===== config.mk =====
export PLATFORM = sky130hd
export DESIGN_NAME = id_ex_hazard_stage
export DESIGN_NICKNAME = d
export VERILOG_FILES = /design/src/rtl/id_ex_hazard_stage.sv
export SDC_FILE = /design/constraint.sdc
export NUM_CORES = 1
export LEC_CHECK = 0
export CELL_PAD_IN_SITES_DETAIL_PLACEMENT = 2
export CELL_PAD_IN_SITES_GLOBAL_PLACEMENT = 2
export CORE_AREA = 2 2 164 198
export DETAILED_ROUTE_END_ITERATION = 16
export DIE_AREA = 0 0 166 200
export GPL_TIMING_DRIVEN = 0
export PLACE_DENSITY_LB_ADDON = 0.1
export SLEW_MARGIN = 20
export SYNTH_ARGS = -nofsm -noshare
export SYNTH_HDL_FRONTEND = slang
export SYNTH_SLANG_ARGS = --single-unit

===== constraint.sdc =====
create_clock -name clk -period 6.37 [get_ports clk]
set_clock_uncertainty 0.2 [all_clocks]
set_input_delay 1.911 -clock clk [delete_from_list [all_inputs] [get_ports clk]]
set_output_delay 1.911 -clock clk [all_outputs]
set_load 0.005 [all_outputs]

===== src/rtl/id_ex_hazard_stage.sv =====
// ID/EX pipeline register with load-use stall, branch flush and EX operand
// forwarding control for the 5-stage RV32I core.
module id_ex_hazard_stage #(
  parameter int XLEN   = 32,
  parameter int CTRL_W = 10
) (
  input  logic              clk,
  input  logic              reset,
  input  logic [4:0]        rs1_d,
  input  logic [4:0]        rs2_d,
  input  logic [4:0]        rd_d,
  input  logic [XLEN-1:0]   rd1_d,
  input  logic [XLEN-1:0]   rd2_d,
  input  logic [XLEN-1:0]   imm_d,
  input  logic [XLEN-1:0]   pc_d,
  input  logic [XLEN-1:0]   pcplus4_d,
  input  logic [CTRL_W-1:0] ctrl_d,
  input  logic              pcsrc_e,
  input  logic [4:0]        rd_m,
  input  logic              regwrite_m,
  input  logic [4:0]        rd_w,
  input  logic              regwrite_w,
  output logic [4:0]        rs1_e,
  output logic [4:0]        rs2_e,
  output logic [4:0]        rd_e,
  output logic [XLEN-1:0]   rd1_e,
  output logic [XLEN-1:0]   rd2_e,
  output logic [XLEN-1:0]   imm_e,
  output logic [XLEN-1:0]   pc_e,
  output logic [XLEN-1:0]   pcplus4_e,
  output logic [CTRL_W-1:0] ctrl_e,
  output logic [1:0]        forward_a_e,
  output logic [1:0]        forward_b_e,
  output logic              stall_f,
  output logic              stall_d,
  output logic              flush_d,
  output logic [31:0]       stall_count
);

  localparam logic [1:0] FWD_RF  = 2'b00;
  localparam logic [1:0] FWD_WB  = 2'b01;
  localparam logic [1:0] FWD_MEM = 2'b10;

  // Increment that sticks at all-ones instead of wrapping.
  function automatic logic [31:0] sat_inc(input logic [31:0] v);
    return (v == 32'hFFFF_FFFF) ? v : v + 32'd1;
  endfunction

  // MEM result is newer than WB, so it wins; x0 is hard-wired zero and never forwarded.
  function automatic logic [1:0] fwd_sel(input logic [4:0] rs,
                                         input logic [4:0] rdm, input logic wem,
                                         input logic [4:0] rdw, input logic wew);
    if (wem && (rdm != 5'd0) && (rdm == rs))      return FWD_MEM;
    else if (wew && (rdw != 5'd0) && (rdw == rs)) return FWD_WB;
    else                                          return FWD_RF;
  endfunction

  logic [4:0]        rs1_p1, rs2_p1, rd_p1;
  logic [XLEN-1:0]   rd1_p1, rd2_p1, imm_p1, pc_p1, pcplus4_p1;
  logic [CTRL_W-1:0] ctrl_p1;
  logic [31:0]       stall_cnt_p1;
  logic              lwstall;
  logic              flush_e;

  // Hazard detection: a load in E whose destination is read by the D instruction.
  always_comb begin
    lwstall = (ctrl_p1[2:1] == 2'b01) && (rd_p1 != 5'd0) &&
              ((rd_p1 == rs1_d) || (rd_p1 == rs2_d));
    flush_e = lwstall || pcsrc_e;
    stall_f = lwstall && !pcsrc_e;
    stall_d = lwstall && !pcsrc_e;
    flush_d = pcsrc_e;
  end

  // ---- stage D -> E boundary ----
  // E is never held: it either takes a zero bubble or the D instruction every cycle.
  always_ff @(posedge clk) begin
    if (reset || flush_e) begin
      rs1_p1     <= '0;
      rs2_p1     <= '0;
      rd_p1      <= '0;
      rd1_p1     <= '0;
      rd2_p1     <= '0;
      imm_p1     <= '0;
      pc_p1      <= '0;
      pcplus4_p1 <= '0;
      ctrl_p1    <= '0;
    end else begin
      rs1_p1     <= rs1_d;
      rs2_p1     <= rs2_d;
      rd_p1      <= rd_d;
      rd1_p1     <= rd1_d;
      rd2_p1     <= rd2_d;
      imm_p1     <= imm_d;
      pc_p1      <= pc_d;
      pcplus4_p1 <= pcplus4_d;
      ctrl_p1    <= ctrl_d;
    end
  end

  // Counts cycles in which fetch is actually held by a load-use hazard.
  always_ff @(posedge clk) begin
    if (reset)        stall_cnt_p1 <= '0;
    else if (stall_f) stall_cnt_p1 <= sat_inc(stall_cnt_p1);
  end

  // Forward selects come from registered E sources and the live M/W destinations.
  always_comb begin
    forward_a_e = fwd_sel(rs1_p1, rd_m, regwrite_m, rd_w, regwrite_w);
    forward_b_e = fwd_sel(rs2_p1, rd_m, regwrite_m, rd_w, regwrite_w);
  end

  assign rs1_e       = rs1_p1;
  assign rs2_e       = rs2_p1;
  assign rd_e        = rd_p1;
  assign rd1_e       = rd1_p1;
  assign rd2_e       = rd2_p1;
  assign imm_e       = imm_p1;
  assign pc_e        = pc_p1;
  assign pcplus4_e   = pcplus4_p1;
  assign ctrl_e      = ctrl_p1;
  assign stall_count = stall_cnt_p1;

endmodule

# --- Word level (Yosys, flattened, before mapping) ---
# Index checks and enable logic that the tools add are counted.
totals:
  ff_bits: 217
  inputBits: 200
  output_inout_bits: 224
  wordCells: 41
op_classes:
  addsub: 1
  n_eq_ne: 8
  n_mux: 4
  n_bitwise: 1
  n_reduce_logical: 17
op_table:
  columns: ["cell", "n"]
  rows:
  - ["adder 32 x 1 -> 32 bit, second input constant", 1]
  - ["== test 32 bit, second input constant", 1]
  - ["== test 5 bit", 6]
  - ["nonzero test 5 bit", 3]
  - ["logical AND 1 bit", 9]
  - ["2-to-1 mux 2 bit", 2]
  - ["logical OR 1 bit", 3]
  - ["== test 2 x 1 -> 1 bit, second input constant", 1]
  - ["2-to-1 mux 1 bit", 2]
  - ["AND reduction 2 bit", 1]
  - ["zero test 1 bit", 1]
  - ["inverter 1 bit", 1]

# --- Depth between registers and ports, before layout ---
depth:
  word_depth: 5
  ltp_mapped: 9
  mapped_depth_nobuf: 7

# --- Least setup slack after synthesis ---
# OpenSTA, ideal clock, no wires.
synth_timing:
  kind: "input -> output"
  startpoint: "input rd_m[1]"
  endpoint: "output forward_a_e[0]"
  arrival_ns: 3.038
  t_required_ns: 4.259
  path_slack_ns: 1.221
  stages: 4
  path_buffers: 0
  cell_sequence: "or4_1 o21ai_0 nor4_1 nor4_1"
synth_between:
  elab_chain_cells: 4
synth_rtl:
  columns: ["element", "line", "text"]
  rows:
  - ["start, declared", "19", "input logic [4:0] rd_m,"]
  - ["nonzero test 5 bit", "53", "if (wem && (rdm != 5'd0) && (rdm == rs)) return FWD_MEM;"]
  - ["logical AND 1 bit", "53", null]
  - ["logical AND 1 bit *", "53", null]
  - ["2-to-1 mux 2 bit *", "53", null]
  - ["end, declared", "32", "output logic [1:0] forward_a_e,"]
# Mark *: on every way between the ends. The rest lies on a longest branch, timed or not.

# --- Final worst setup path ---
# Same ends and word-level chain as after synthesis.

==> flow_metrics.py <==
metrics = {
    "yosys": {
        "netlist_instances": 656,
        "synth_nets": 857,
        "syn-cell-area_sq_mm": 0.007119,
        "ys_warn_count": 0,
        "synth_edf_count": 0,
        "ys_types": 44,
        "yosysSeqAreaShare_pct": 61.02,
        "async_flop_share_pct": 0,
        "ys_ff_latch": 217,
        "syn_avg_cell_area_sq_um": 10.85,
        "synth-main-ff-cell": "dfxtp_1",
    },
    "worst_setup_path": {
        "required_ns": 4.26,
        "crit_chain": "clkdlybuf4s50_1 -> or4_1 -> o21ai_1 -> nor4_1 -> nor4_1 -> clkdlybuf4s50_1",
        "reg2reg_from": "stall_count[0]$_SDFFE_PP0P_",
        "path_max_fanout": 3,
        "cp_slowest_cell": "clkdlybuf4s50_1",
        "worstPathArrival_ns": 4.17,
        "r2r_cells": 7,
        "r2r_slack_ns": 3.39,
        "r2r_end": "stall_count[12]$_SDFFE_PP0P_",
        "crit_path_end_kind": "output port",
        "max_stage_delay_ns": 0.56,
        "worstSetupPathType": "input port to output port",
        "cp-start-kind": "input port",
    },
    "timing": {
        "worstMarginPinSlew_ns": 0.9755,
        "fmax_ghz": 0.1592,
        "hold_viol": 0,
        "finalCritPeriodShare_pct": 98.63,
        "rsz0062_at_grt": "no",
        "final-setup-viol-count": 0,
        "fin_ws_ns": 0.08734,
        "setup_total_negative_slack_ns": 0,
        "max_slew_margin_pct": 34.37,
        "fin_crit_ns": 6.283,
        "finalMaxSlewViolations": 0,
    },
    "placed_design": {
        "port_buffers": 422,
        "hpwl_mm": 25.02,
        "gp_congestion": 0.7486,
        "post-place-ws_ns": -0.05617,
        "place_inst": 1479,
    },
    "final_layout": {
        "finish.utilization_pct": 40.95,
        "nets": 1307,
        "multi_input_area_sq_mm": 0.002591,
        "drive_gt1_share_pct": 6.217,
        "final_cells": 1529,
        "ff_latch_area_sq_mm": 0.004344,
        "syn2layout_area_growth_pct": 79.35,
        "fillCellCount": 3277,
        "layout_common_cells": "clkdlybuf4s50_1, dfxtp_1, and2_1",
        "layout_commonest_cell": "clkdlybuf4s50_1",
    },
    "worst_hold_path": {
        "holdPathStages": 2,
        "holdPathEnd": "stall_count[19]$_SDFFE_PP0P_",
        "hp-class": "register to register",
        "hold_start": "stall_count[19]$_SDFFE_PP0P_",
    },
    "route": {
        "ant_nets": 0,
        "viasPerCell": 4.286,
        "wire_per_inst_um": 20.42,
        "totalWireLength_mm": 31.23,
        "dr_total_vias": 6554,
        "detail_route.iter0.violations": 170,
        "dr.pass1.iters": 5,
        "drc": 0,
    },
    "global_route": {
        "grt_pass1_vias": 7170,
        "grt_max_degree": 13,
        "grt_overflow": 0,
        "grt_pass1_wl_mm": 45.62,
        "grt_usage_pct": 18.28,
        "grt_antenna_before_repair": 6,
    },
    "clock_network": {
        "cts_buffer_depth": 3,
        "cts_root_buffer": "clkbuf_16",
        "cts_tree": "done",
        "clk_pin_slew_ns": 0.05,
        "cts_setup_buffers": 0,
        "cts_buffers": 26,
        "clkLatencyLatePin_ns": 0.53,
        "clkSinkCount": 217,
        "htreeDepth": 1,
    },
    "floorplanning": {
        "rows": 71,
        "ioPinCount": 424,
        "core-area_sq_mm": 0.03118,
        "die_h_um": 200,
        "dieWidth_um": 166,
        "die_area_sq_mm": 0.03320,
        "start_util_pct": 22.83,
    },
    "power_and_ir_drop": {
        "p_per_area_mw_per_mm2": 259.2,
        "peakVddDrop_mv": 0.1755,
        "total_power_mw": 3.309,
        "p_leak_nw": 4.819,
    },
    "outcome": {
        "status": "finished clean",
    },
    "run": {
        "maxCapViolCount": 0,
    },
}
[worst max path at each step]
stage             start             end  slack, ns
2_1_floorplan   rd_m[1]  forward_a_e[0]       1.22
3_3_place_gp   rs1_d[2]         stall_f      -0.07
3_5_place_dp   rs1_d[2]         stall_f      -0.06
4_1_cts        rs2_d[1]         stall_f       0.01
5_1_grt        rs1_d[0]         stall_f      0.006
6_report        rd_m[1]  forward_a_e[0]       0.09
[flip-flops by register name, summed over array words and instances (netlist names)]
name	count
ctrl_e	10
imm_e	32
pc_e	32
pcplus4_e	32
rd1_e	32
rd2_e	32
rd_e	5
rs1_e	5
rs2_e	5
stall_count	32
[cell type report]
class / count / share of cell area (%)
Sequential cell: 217 / 34.02
Timing Repair Buffer: 422 / 33.08
Multi-Input combinational cell: 399 / 20.29
Clock buffer: 34 / 5.732
Tap cell: 401 / 3.929
Buffer: 37 / 1.431
Clock inverter: 14 / 1.362
Inverter: 3 / 0.1078
Antenna cell: 2 / 0.03920
[worst max-delay path, delay by kind of cell]
family	cells	cell delay, ns
AO/OA/AOI/OAI	1	0.22
buffers and inverters	2	1.05
AND/OR/NAND/NOR	3	0.99
[power breakdown]
group | leakage [nW] | internal, mW | switching (mW) | total (mW)
clock network | 0.455 | 0.970 | 0.602 | 1.57
logic | 2.59 | 0.218 | 0.0985 | 0.316
registers | 1.78 | 1.40 | 0.0167 | 1.42
total | 4.82 | 2.59 | 0.717 | 3.31
[what timing repair did]
item / CTS / global route
endpoints found under the setup margin: 2 / 2
hold buffers: 0 / 0
gates resized for setup: 2 / 2
pin swaps: 0 / 4
[synthesized netlist by cell type, drive strengths merged, types with 11 or more instances]
cell type | instances | area share (%)
and2 | 186 | 16
nor4 | 13 | 1.2
nand2 | 13 | 0.69
clkbuf | 21 | 1.1
a21oi | 20 | 1.4
o31ai | 14 | 1.5
nand3 | 18 | 1.3
nand4 | 11 | 1.1
buf | 16 | 1.5
nor2 | 15 | 0.79
xor2 | 24 | 3.0
or4 | 20 | 2.1
dfxtp | 217 | 61
[per-layer routing]
layer	track usage [%]	share of wire [%]	wire length (um)	vias up
met5	0	0.13	41	-
met4	4.573	2.0	609	6
met3	8.715	11	3320	48
met2	36.07	55	17140	257
met1	16.79	32	10120	3136
li1	-	-	-	3107
[stage by stage]
stage / cell area [sq um] / hold WS (ns)
final: 12770 / 0.2997
after global routing: 12760 / 0.3387
after CTS: 12760 / 0.3089
after detailed placement: 11850 / 0.2978
after global placement: 11850 / 0.2918
after floorplan: 7119 / 0.2765
[logic make-up (layout without fill, tap and decap cells)]
kind of cell	Yosys count	count (layout)	share of synthesized area [%]
muxes	3	3	0.4745
adders and majority gates	1	1	0.1757
DFF	217	217	61.02
and+or+nand+nor	306	306	26.47
buffers and inverters	40	510	2.724
xor gates and xnor gates	31	31	3.814
AOI/OAI and AO/OA	58	58	5.325
other	0	2	0
Note: power is estimated with default switching activity, not from simulation.
